--- config.mk ---
export PLATFORM = sky130hd
export DESIGN_NAME = spi_frame_tx
export DESIGN_NICKNAME = d
export VERILOG_FILES = /design/src/rtl/spi_frame_tx.sv
export SDC_FILE = /design/constraint.sdc
export NUM_CORES = 1
export LEC_CHECK = 0
export ABC_AREA = 1
export ABC_CLOCK_PERIOD_IN_PS = 1300
export CAP_MARGIN = 20
export CORE_AREA = 3 3 70 56
export CTS_BUF_LIST = sky130_fd_sc_hd__clkbuf_8
export DETAILED_ROUTE_END_ITERATION = 7
export DIE_AREA = 0 0 73 59
export GPL_TIMING_DRIVEN = 0
export PLACE_DENSITY = 0.51
export SYNTH_ARGS = -nofsm -noshare
export SYNTH_HDL_FRONTEND = slang
export SYNTH_SLANG_ARGS = --single-unit
--- constraint.sdc ---
create_clock -name clk -period 1.3 [get_ports clk]
set_clock_uncertainty 0.15 [all_clocks]
set_input_delay 0.13 -clock clk [delete_from_list [all_inputs] [get_ports clk]]
set_output_delay 0.13 -clock clk [all_outputs]
set_load 0.01 [all_outputs]
--- src/rtl/spi_frame_tx.sv ---
// spi_frame_tx: valid/ready word serialiser, MSB first, spi_fs high during the MSB period.
// Define SPI_FRAME_TX_PARITY_EN to append an even parity bit after bit 0.
module spi_frame_tx #(
  parameter int WIDTH  = 8,
  parameter int CLKDIV = 4,
  parameter int GAP    = 1
) (
  input  logic             clk,
  input  logic             reset,
  input  logic [WIDTH-1:0] tx_data,
  input  logic             tx_valid,
  output logic             tx_ready,
  output logic             spi_data,
  output logic             spi_fs,
  output logic             busy
);

`ifdef SPI_FRAME_TX_PARITY_EN
  localparam int L = WIDTH + 1;
`else
  localparam int L = WIDTH;
`endif
  localparam int CNT_MAX = (L > GAP) ? L : GAP;
  localparam int DIV_W   = $clog2(CLKDIV);
  localparam int CNT_W   = $clog2(CNT_MAX);

  localparam logic [DIV_W-1:0] DIV_LAST = DIV_W'(CLKDIV - 1);
  localparam logic [CNT_W-1:0] BIT_LAST = CNT_W'(L - 1);
  localparam logic [CNT_W-1:0] GAP_LAST = CNT_W'((GAP > 0) ? GAP - 1 : 0);

  typedef enum logic [1:0] {
    S_IDLE,
    S_SHIFT,
    S_GAP,
    S_DONE
  } state_t;

  state_t           r_state;
  logic [DIV_W-1:0] r_div;
  logic [CNT_W-1:0] r_cnt;
  // Bits still to send after the one currently on spi_data, next bit at the top.
  logic [L-2:0]     r_shift;

  logic [L-1:0]     w_frame;
  logic             w_accept;
  logic             w_div_last;
  logic             w_shift_adv;

`ifdef SPI_FRAME_TX_PARITY_EN
  function automatic logic f_even_parity(input logic [WIDTH-1:0] d);
    return ^d;
  endfunction

  assign w_frame = {tx_data, f_even_parity(tx_data)};
`else
  assign w_frame = tx_data;
`endif

  // tx_ready is only high in IDLE/DONE, so it doubles as the accept qualifier.
  assign w_accept    = tx_valid && tx_ready;
  assign w_div_last  = (r_div == DIV_LAST);
  assign w_shift_adv = (r_state == S_SHIFT) && w_div_last;

  always_ff @(posedge clk) begin
    if (w_accept) begin
      r_shift <= w_frame[L-2:0];
    end else if (w_shift_adv) begin
      r_shift <= r_shift << 1;
    end
  end

  always_ff @(posedge clk or posedge reset) begin
    if (reset) begin
      r_state  <= S_IDLE;
      r_div    <= '0;
      r_cnt    <= '0;
      tx_ready <= 1'b1;
      busy     <= 1'b0;
      spi_data <= 1'b0;
      spi_fs   <= 1'b0;
    end else begin
      case (r_state)
        S_IDLE, S_DONE: begin
          r_state  <= S_IDLE;
          tx_ready <= 1'b1;
          busy     <= 1'b0;
          spi_data <= 1'b0;
          spi_fs   <= 1'b0;
          if (w_accept) begin
            r_state  <= S_SHIFT;
            r_div    <= '0;
            r_cnt    <= '0;
            tx_ready <= 1'b0;
            busy     <= 1'b1;
            spi_fs   <= 1'b1;
            spi_data <= w_frame[L-1];
          end
        end

        S_SHIFT: begin
          if (w_div_last) begin
            r_div  <= '0;
            spi_fs <= 1'b0;
            if (r_cnt == BIT_LAST) begin
              r_cnt    <= '0;
              spi_data <= 1'b0;
              if (GAP == 0) begin
                r_state  <= S_DONE;
                tx_ready <= 1'b1;
                busy     <= 1'b0;
              end else begin
                r_state <= S_GAP;
              end
            end else begin
              r_cnt    <= r_cnt + 1'b1;
              spi_data <= r_shift[L-2];
            end
          end else begin
            r_div <= r_div + 1'b1;
          end
        end

        S_GAP: begin
          if (w_div_last) begin
            r_div <= '0;
            if (r_cnt == GAP_LAST) begin
              r_cnt    <= '0;
              r_state  <= S_DONE;
              tx_ready <= 1'b1;
              busy     <= 1'b0;
            end else begin
              r_cnt <= r_cnt + 1'b1;
            end
          end else begin
            r_div <= r_div + 1'b1;
          end
        end

        default: begin
          r_state <= S_IDLE;
        end
      endcase
    end
  end

endmodule

# After elaboration in Yosys (flattened, before gate mapping)
# Cells that the tools add are included.
classes:
  mux: 31
  n_eq_ne: 10
  n_reduce_logical: 13
  add_sub_neg: 2
op_table:
  columns: ["operator", "n"]
  rows:
  - ["$mux W3", 5]
  - ["$mux W7", 2]
  - ["$mux W2", 6]
  - ["$mux W1", 11]
  - ["$pmux W3 S3", 1]
  - ["$ne A2 B2 Y1 const B", 4]
  - ["$pmux W1 S2", 4]
  - ["$eq A2 B2 Y1 const B", 3]
  - ["$pmux W2 S3", 1]
  - ["$reduce_and A3 Y1", 2]
  - ["$reduce_bool A2 Y1", 3]
  - ["$pmux W2 S2", 1]
  - ["$reduce_and A4 Y1", 1]
  - ["$reduce_or A2 Y1", 2]
  - ["$add A3 B1 Y3 const B", 1]
  - ["$eq A3 B3 Y1 const B", 1]
  - ["$logic_not A3 Y1", 1]
  - ["$add A2 B1 Y2 const B", 1]
  - ["$eq A2 B1 Y1 const B", 1]
  - ["$logic_and A1 B1 Y1", 2]
  - ["$logic_not A2 Y1", 1]
  - ["$ne A2 B1 Y1 const B", 1]
  - ["$reduce_and A2 Y1", 1]
word_totals:
  regBits: 18
  in_bits: 11
  elab_cells: 64
  output_inout_bits: 4

# Logic depth before layout (Yosys ltp)
# Gate-level depths: netlist of the first run.
depth:
  ltp_word: 4
  mapped_depth: 8
  depth_no_buf: 8

# Worst setup path after synthesis of the first run
# No wires, ideal clock.
synth_path:
  kind: "flip-flop to flip-flop"
  startpoint: "register tx_ready"
  endpoint: "register r_shift[0], enable pin"
  path_stages_with_launch: 4
  n_path_buf: 1
  t_required_ns: 0.827
  synth_period_minus_slack_ns: 1.487
  setup_ns: 0.323
  arrival_time_ns: 1.013
  path_slack_ns: -0.187
  cell_sequence: "dfstp_2 nand2_1 buf_2 nand2_1"
synth_between:
  elab_chain_len: 2
synth_rtl:
  columns: ["element", "line_no", "source"]
  rows:
  - ["start, declared", "12", "output logic tx_ready,"]
  - ["start signal, assigned", "77", "tx_ready <= 1'b1;"]
  - ["start signal, assigned", "85", "tx_ready <= 1'b1;"]
  - ["start signal, assigned", "93", "tx_ready <= 1'b0;"]
  - ["$logic_and A1 B1 Y1", "60", "assign w_accept = tx_valid && tx_ready;"]
  - ["$reduce_bool A2 Y1 (no line)", null, null]
  - ["end signal, assigned", "66", "r_shift <= w_frame[L-2:0];"]
  - ["end signal, assigned", "68", "r_shift <= r_shift << 1;"]
  - ["end, declared", "42", "logic [L-2:0] r_shift;"]
# Every way passes these cells.
# A chain may end at the register's enable or synchronous reset.

# Final worst setup path of the first run
layout_path:
  startpoint: "register r_div[0]"
  endpoint: "register r_cnt[1]"
layout_between:
  elab_chain_len: 3
  elab_cells_between_ends: 4
  cone_classes: "eq/ne: 3; reduce/logical: 1"
layout_rtl:
  columns: ["element", "line_no", "source"]
  rows:
  - ["start, declared", "39", "logic [DIV_W-1:0] r_div;"]
  - ["start signal, assigned", "119", "r_div <= r_div + 1'b1;"]
  - ["start signal, assigned", "135", "r_div <= r_div + 1'b1;"]
  - ["$eq A2 B2 Y1 *", "61", "assign w_div_last = (r_div == DIV_LAST);"]
  - ["$ne A2 B2 Y1 (no line)", null, null]
  - ["$reduce_and A3 Y1 (no line) *", null, null]
  - ["end signal, assigned", "115", "r_cnt <= r_cnt + 1'b1;"]
  - ["end signal, assigned", "132", "r_cnt <= r_cnt + 1'b1;"]
  - ["end, declared", "40", "logic [CNT_W-1:0] r_cnt;"]
# Mark *: on every way between the ends. The rest lies on a longest branch, timed or not.

==> results of run 1 <==
## layout make-up
cell class / count / area [sq um]
fill: 298 / 1719
multi-input combinational: 83 / 618.1
sequential: 18 / 488.0
timing repair buffer: 27 / 260.3
inverter: 14 / 60.06
clock buffer: 4 / 55.05
tap: 40 / 50.05
buffer: 1 / 15.01
## layout by cell type, fill, tap and decap left out, drive strengths merged, types with 2 or more instances in the layout
cell type and instances:
nor2 2, inv 14, clkdlybuf4s50 10, clkbuf 4
dfrtp 10, edfxtp 7, nand2 55, nand3 8
ha 6, nand4 2, nand3b 2, o21ai 6
buf 15, dlygate4sd2 3
## stage by stage
step                  util  hold slack, ps  std cells
detailed placement  0.3713           316.3        170
global route        0.4736           78.57        187
finish              0.4736           22.12        187
CTS                 0.4360           35.96        184
global placement    0.3713           313.8        170
floorplan                -          -168.3        116
## metal layers
| metal | track usage | wire length (microns) | vias up |
|---|---|---|---|
| li1 | - | - | 432 |
| met1 | 0.1568 | 1048 | 390 |
| met2 | 0.1592 | 1048 | 21 |
| met3 | 0.03051 | 94 | 0 |
| met4 | 0.03947 | 0 | 0 |
| met5 | 0 | 0 | - |
## registers in the layout (all words and copies together) (netlist names)
signal,flops
r_cnt,3
spi_data,1
r_state,2
r_shift,7
r_div,2
tx_ready,1
spi_fs,1
busy,1
## logic make-up after synthesis
| kind of cell | count (synthesis) |
|---|---|
| DFF | 18 |
| AOI/OAI and AO/OA | 8 |
| buffers and inverters | 15 |
| adders and majority gates | 6 |
| and+or+nand+nor | 69 |
## worst max-delay path by stage
stage	endpoint
after global placement	r_shift[0]
final	r_cnt[1]
after floorplan	spi_fs
after global routing	r_cnt[1]
after CTS	busy
after detailed placement	r_shift[0]
## power groups by stage
stage	logic, mW	registers [mW]	clock network (mW)
floorplan	1.09	0.979	0
global placement	1.45	0.974	0
detailed placement	1.47	0.982	0
CTS	1.95	0.968	0.476
global route	2.53	1.01	0.498
finish	2.31	0.981	0.461
## cell usage after synthesis
master     n
dfstp_2    1
nand2_2    1
inv_1      9
nand4_1    2
ha_1       6
o31ai_1    1
edfxtp_1   7
buf_2      1
dfrtp_1   10
o21ai_0    3
o21bai_1   1
o21ai_1    1
nand3b_1   2
nand3_1    8
nor2_1     2
o21ai_4    1
inv_2      5
nand2_1   54
o21ai_2    1
## repair_timing
| action | in CTS | in global routing |
|---|---|---|
| endpoints found under the setup margin | 25 | 24 |
| gates cloned | 1 | 0 |
| pin swaps | 13 | 14 |
| resized for setup | 31 | 25 |
| setup buffers | 9 | 3 |
==> impl_metrics.yaml, run 1 <==
floorplan:
  core_area_sq_um: 3266
  fp.dieW_microns: 73
  die_y_microns: 59
  pin_count: 15
  start_util: 0.2950
  die_area_sq_um: 4307
  rows: 18
timing:
  finalSetupViolations: 18
  rsz0062_at_grt: "yes"
  fmax_mhz: 700.7
  period_needed_ps: 1427
  hold_viol_final: 0
  max_slew.worst_pin.slew_ps: 449.8
  setup_ws_ps: -127.1
  fin_tns_setup_ps: -1362
  finalCritPeriodShare: 1.098
  slew_violations: 0
  slew-limit-headroom: 0.6998
yosys:
  yosysTopAreaCell: "dfrtp_1"
  syn_area_per_cell_sq_um: 8.305
  syn_nets: 133
  synth_top_family_by_area: "simple AND/OR/NAND/NOR gates"
  yosysWarnings: 0
  postSynthCellCount: 116
  synth.area.top_cells: "dfrtp_1, edfxtp_1, nand2_1"
  ys_ff_latch: 18
  synth_fa_ha_area_frac: 0.07792
  synth-seq-area-share: 0.5052
  syn-cell-area_sq_um: 963.4
  synthMuxAreaShare: 0
  synth_cell_types: 19
  synth_xor_area_frac: 0
  synth_compound_area_frac: 0.06234
  synth-simple-area-share: 0.2948
  synth_top_area_share: 0.2597
critical_path:
  cp.depth: 6
  cp_slowest_cell: "dfrtp_1"
  cp-startpoint: "r_div[0]"
  cp_top_family: "flip-flops"
  critPathMaxFanout: 5
  crit_chain: "ha_1 -> inv_2 -> o21ai_4 -> buf_6 -> nand3b_1 -> nand2_1"
  reg2reg_to: "r_cnt[1]"
  path_buf_inv: 2
  crit_path_end_kind: "flop"
  crit_arrival_ps: 1430
  r2r_cells: 6
  r2r-start: "r_div[0]"
  slowest_delay_ps: 400
  critPathRequiredTime_ps: 1300
  rrSetupSlack_ps: -130
  criticalPathCategory: "flop to flop"
  cp-start-kind: "flop"
global_route:
  grt_pass1_wl_microns: 3601
  grt_start_max_net_pins: 12
  grt-ovfl-total: 0
  grt_pass1_vias: 795
  grt_use_total: 0.1101
  antenna_found_initial: 0
clock_network:
  cts_made_buffers: 3
  htreeDepth: 1
  cts_tree: "done"
  cts.reportedPaths.clkPinSlew_ps: 70
  cts_sinks: 18
  clk_path_buf_depth: 2
  root_buffer: "clkbuf_8"
  clock_latency_ps: 260
  cts_hold_buf: 0
layout:
  antennaDiodeCount: 0
  layout-drive-gt1-share: 0.4422
  nets: 165
  syn2layout_area_growth_pct: 60.52
  finalInstanceArea_sq_um: 1546
detailed_routing:
  antenna_left: 0
  viasPerCell: 4.508
  drt_pass1_iterations: 4
  routedWlPerCell_microns: 11.72
  vias: 843
  route.detailed.drc: 0
  drt_iter0_markers: 29
  routed_wl_microns: 2192
placed_design:
  gp_congestion: 0.7982
  preCtsSetupSlack_ps: -138.9
  post_dp_cell_area_sq_um: 1212
  port_buffers: 14
  dpl.hpwl_microns: 1471
run:
  drv_cap: 0
power_and_ir_drop:
  p_comb_frac: 0.616
  switchingPower_mw: 1.555
  fin_total_pwr_mw: 3.751
  peakVddDrop_mv: 0.7510
  sw_frac_of_total: 0.4145
  power_density_nw_per_um2: 2426
  p_int_mw: 2.197
  p_seq_frac: 0.262
  p_leak_nw: 0.7188
  pwr-share-clk: 0.123
worst_hold_path:
  hold_class: "input pin to asynchronous set/reset pin"
run_status:
  status: "complete, but fails checks"
  violations: "negative setup slack"
Note: power is estimated with default switching activity, not from simulation.
==> run 2, diff against run 1 <==
CORE_AREA = 2 2 69 55   (was 3 3 70 56)
DIE_AREA = 0 0 71 57   (was 0 0 73 59)
==> run 2 against run 1 <==
The run still ends with negative setup slack left. Non-clock buffer count decreased by 7. Register-to-register slack improved by 30 ps. Sequential power is 0.7% higher. Global-route usage hardly changed. Utilization down 6.3 points. First-iteration DRC count rose by 97%. Worst hold slack improved by 15 ps. Sequential share of layout area grew 2.9 points. Critical path type unchanged. Critical endpoint unchanged. Largest cell class unchanged.
==> impl_metrics.yaml, run 2 (synthesis results as in run 1) <==
detailed_routing:
  routed_wl_microns: 2077
  antenna_left: 0
  drt_pass1_iterations: 4
  drt_iter0_markers: 57
  route.detailed.drc: 0
  routedWlPerCell_microns: 11.41
  vias: 808
  viasPerCell: 4.440
timing:
  hold_viol_final: 0
  max_slew.worst_pin.slew_ps: 450.1
  finalSetupViolations: 22
  whs_ps: 37.14
  finalCritPeriodShare: 1.071
  setup_ws_ps: -92.35
  slew_violations: 0
  rsz0062_at_grt: "yes"
  period_needed_ps: 1392
  slew-limit-headroom: 0.6996
  fmax_mhz: 718.2
global_route:
  antenna_found_initial: 0
  grt_use_total: 0.1102
  grt_pass1_wl_microns: 3436
  grt-ovfl-total: 0
  grt_start_max_net_pins: 12
  grt_pass1_vias: 762
critical_path:
  criticalPathCategory: "flop to flop"
  cp-startpoint: "r_state[1]"
  critPathRequiredTime_ps: 1300
  crit_path_end_kind: "flop"
  critPathMaxFanout: 6
  cp-start-kind: "flop"
  path_buf_inv: 1
  cp_top_family: "flip-flops"
  crit_chain: "inv_2 -> ha_4 -> o21ai_4 -> o21ai_4 -> nand2_1 -> nand2_1"
  r2r-start: "r_state[1]"
  slowest_delay_ps: 410
  cp_slowest_cell: "dfrtp_1"
  crit_arrival_ps: 1390
clock_network:
  clock_latency_ps: 250
  cts_sinks: 18
  cts_made_buffers: 3
  cts_hold_buf: 0
  cts_tree: "done"
  root_buffer: "clkbuf_8"
  cts.reportedPaths.clkPinSlew_ps: 70
  clk_path_buf_depth: 2
  htreeDepth: 1
layout:
  layout-drive-gt1-share: 0.3286
  finish.utilization: 0.4105
  largest_reg_flops: 7
  nets: 158
  antennaDiodeCount: 0
  syn2layout_area_growth_pct: 46.88
  mostFrequentLayoutCell: "nand2_1"
  final_cell_mix: "nand2_1, clkdlybuf4s50_1, nand2_2, dfrtp_1, edfxtp_1"
  regMostFlops: "r_shift"
  top_regs: "r_shift (7), r_cnt (3)"
run_status:
  violations: "negative setup slack"
  status: "complete, but fails checks"
placed_design:
  dpl.hpwl_microns: 1435
  gp_congestion: 0.8148
  port_buffers: 14
floorplan:
  die_area_sq_um: 4047
  fp.dieW_microns: 71
  start_util: 0.2795
  rows: 19
  core_area_sq_um: 3447
  pin_count: 15
  die_y_microns: 57
worst_hold_path:
  hold_class: "input pin to asynchronous set/reset pin"
power_and_ir_drop:
  power_density_nw_per_um2: 2335
  p_leak_nw: 0.6768
  peakVddDrop_mv: 0.6224
run:
  drv_cap: 0
run 2: cell count changes in the layout (fill, tap and decap cells not counted), sizes merged:
cell | previous run | this run
buf | 15 | 7
clkinv | 0 | 1
run 2: final timing paths:
| check | to | slack, ps | cells past startpoint |
|---|---|---|---|
| max in group asynchronous | tx_ready | 630 | 2 |
| max reg2reg | r_cnt[1] | -90 | 6 |
| max | r_cnt[1] | -90 | 6 |
| min | r_div[1] | 40 | 2 |
| min reg2reg | busy | 330 | 2 |
| min in group clk | busy | 330 | 2 |
run 2: timing repair:
action                                 4_1_cts  5_1_grt
gates cloned                                 0        1
pin swaps                                    6        9
endpoints found under the hold margin        0        0
gates resized for setup                     17       20
setup endpoints to repair                   22       24
buffers inserted                             3        2
run 2: power by group:
group	switching (mW)	total, mW	internal [mW]	leakage (nW)
clock	0.192	0.402	0.210	0.0231
sequential	0.143	0.988	0.845	0.207
combinational	1.05	1.92	0.870	0.446
total	1.38	3.30	1.92	0.677
run 2: layout make-up:
class                      count  area (sq um)
multi-input combinational     83         549.3
tap                           42         52.55
inverter                      14         62.56
clock buffer                   3         41.29
clock inverter                 1         3.754
timing repair buffer          20         197.7
fill                         318          2032
buffer                         1         20.02
sequential                    18         488.0
run 2: metal layers:
metal  global-route usage  routed length [microns]
met5                    0                        0
met4              0.06469                       27
met3              0.01767                       66
met2               0.1682                      886
met1               0.1489                     1097
run 2: through the flow:
stage | cells | instance area (sq um) | setup TNS (ps) | setup WS, ps | power (mW)
floorplan | 116 | 1022 | -15.29 | -4.084 | 2.066
global placement | 172 | 1215 | -2199 | -134.5 | 2.411
global route | 182 | 1415 | -2455 | -184.7 | 3.582
detailed placement | 172 | 1215 | -2388 | -136.4 | 2.449
CTS | 179 | 1309 | -1196 | -102.7 | 3.014
finish | 182 | 1415 | -1023 | -92.35 | 3.305
==> run 3, diff against run 2 <==
CORE_AREA = 2 2 55 44   (was 2 2 69 55)
DIE_AREA = 0 0 57 46   (was 0 0 71 57)
PLACE_DENSITY = 0.74   (was 0.51)
==> run 3 against run 2 <==
The run still ends with negative setup slack left. Global-route usage increased by 6.4 points. Flip-flop and latch count stayed put. Clock power grew 15%. First-iteration DRC count shrank 61%. Combinational power fell by 8%. Highest routed layer unchanged. Largest power group unchanged.
==> impl_metrics.yaml, run 3 (synthesis results as in run 1) <==
run_status:
  status: "complete, but fails checks"
  violations: "negative setup slack"
detailed_routing:
  viasPerCell: 5.184
  route.detailed.drc: 0
  routed_wl_microns: 2144
  routedWlPerCell_microns: 13.15
  antenna_left: 0
  drt_pass1_iterations: 4
  vias: 845
  drt_iter0_markers: 22
critical_path:
  cp-startpoint: "r_state[0]"
  reg2reg_to: "r_div[0]"
  crit_arrival_ps: 1420
  r2r_cells: 4
  crit_end: "r_div[0]"
  crit_chain: "inv_2 -> ha_4 -> buf_4 -> o31ai_1"
  critPathRequiredTime_ps: 1300
  rrSetupSlack_ps: -120
  criticalPathCategory: "flop to flop"
  r2r-start: "r_state[0]"
  cp-start-kind: "flop"
  slowest_delay_ps: 430
  critPathMaxFanout: 5
  crit_path_end_kind: "flop"
  cp_slowest_cell: "dfrtp_1"
layout:
  antennaDiodeCount: 0
  fillers: 182
  top_regs: "r_shift (7), r_cnt (3)"
  layout-drive-gt1-share: 0.3261
  final_cell_mix: "nand2_1, nand2_2, clkdlybuf4s50_1"
  finish.utilization: 0.6444
  regMostFlops: "r_shift"
  largest_reg_flops: 7
  mostFrequentLayoutCell: "nand2_1"
  finalInstanceArea_sq_um: 1379
  nets: 156
  syn2layout_area_growth_pct: 43.12
placed_design:
  dpl.hpwl_microns: 1387
  post_dp_cell_area_sq_um: 1194
  preCtsSetupSlack_ps: -132.0
  gp_congestion: 0.8382
  port_buffers: 14
global_route:
  grt-ovfl-total: 0
  grt_pass1_wl_microns: 3374
  grt_pass1_vias: 766
  grt_start_max_net_pins: 12
  antenna_found_initial: 0
  grt_use_total: 0.1744
power_and_ir_drop:
  pwr-share-clk: 0.143
  power_density_nw_per_um2: 2343
  p_comb_frac: 0.548
  switchingPower_mw: 1.358
  sw_frac_of_total: 0.4204
  p_leak_nw: 0.6808
  p_seq_frac: 0.310
  peakVddDrop_mv: 1.584
  p_int_mw: 1.872
clock_network:
  cts_tree: "done"
  htreeDepth: 1
  clock_latency_ps: 260
  cts.reportedPaths.clkPinSlew_ps: 70
  cts_sinks: 18
  cts_made_buffers: 3
  root_buffer: "clkbuf_8"
  cts_hold_buf: 0
  clk_path_buf_depth: 2
floorplan:
  pin_count: 15
  die_y_microns: 46
  die_area_sq_um: 2622
  fp.dieW_microns: 57
  core_area_sq_um: 2140
  rows: 15
  start_util: 0.4503
worst_hold_path:
  hold_class: "input pin to asynchronous set/reset pin"
timing:
  slew-limit-headroom: 0.6978
  rsz0062_at_grt: "yes"
  finalCritPeriodShare: 1.090
  period_needed_ps: 1417
  fmax_mhz: 705.5
  slew_violations: 0
  finalSetupViolations: 23
  max_slew.worst_pin.slew_ps: 452.7
  setup_ws_ps: -117.3
  hold_viol_final: 0
run:
  drv_cap: 0
## run 3: cell types whose count changed in the layout (fill, tap and decap cells not counted), sizes merged
cell    before  now
buf          7    5
clkbuf       4    5
clkinv       1    0
## run 3: what timing repair did
item,in CTS,in global routing
setup endpoints to repair,21,23
gates cloned,0,1
resized for setup,16,20
buffers inserted,2,1
pin swaps,4,11
hold endpoints to repair,0,0
## run 3: worst max-delay path: cells and delay by family, from the launching register on
kind                       cells  cell delay, ps
DFF                            1             430
adders and majority gates      1             250
AOI/OAI and AO/OA              1             270
buffers and inverters          2             210
## run 3: how the worst min path moves through the flow
stage,from,end,slack [ps],depth (start not counted)
2_1_floorplan,reset,busy,-170,1
3_3_place_gp,reset,r_cnt[2],310,2
3_5_place_dp,reset,r_cnt[2],320,2
4_1_cts,reset,r_cnt[2],40,2
5_1_grt,reset,r_cnt[2],80,2
6_report,reset,r_state[0],20,2
## run 3: final cells by class
cell class	count	area, sq um	share of cell area
tap	25	31.28	0.02269
clock buffer	4	55.05	0.03993
buffer	1	20.02	0.01452
inverter	14	57.56	0.04174
timing repair buffer	18	178.9	0.1298
sequential	18	488.0	0.3539
multi-input combinational	83	548.0	0.3975
## run 3: power groups by stage
| stage | logic [mW] | clock network [mW] | registers (mW) |
|---|---|---|---|
| CTS | 1.55 | 0.473 | 0.967 |
| global placement | 1.41 | 0 | 0.967 |
| floorplan | 1.09 | 0 | 0.979 |
| finish | 1.77 | 0.461 | 1.00 |
| global route | 1.95 | 0.494 | 1.02 |
| detailed placement | 1.46 | 0 | 0.974 |
## run 3: metal layers
| metal | share of wire | GRT usage | wire length [microns] | up-vias |
|---|---|---|---|---|
| met4 | 0.0047 | 0.05581 | 10 | 0 |
| met2 | 0.48 | 0.2782 | 1033 | 14 |
| met3 | 0.042 | 0.06250 | 91 | 2 |
| met1 | 0.47 | 0.2244 | 1009 | 412 |
| met5 | 0 | 0 | 0 | - |
| li1 | - | - | - | 417 |
## run 3: through the flow
stage                     total power [mW]  TNS, ps  instances  hold slack [ps]
final                                3.231    -1312        163            21.81
after CTS                            2.990    -1040        161            39.03
after global placement               2.376    -1953        155            306.4
after global routing                 3.469    -2546        163            77.71
after detailed placement             2.431    -2185        155            316.8
after floorplan                      2.066   -15.29        116           -168.3
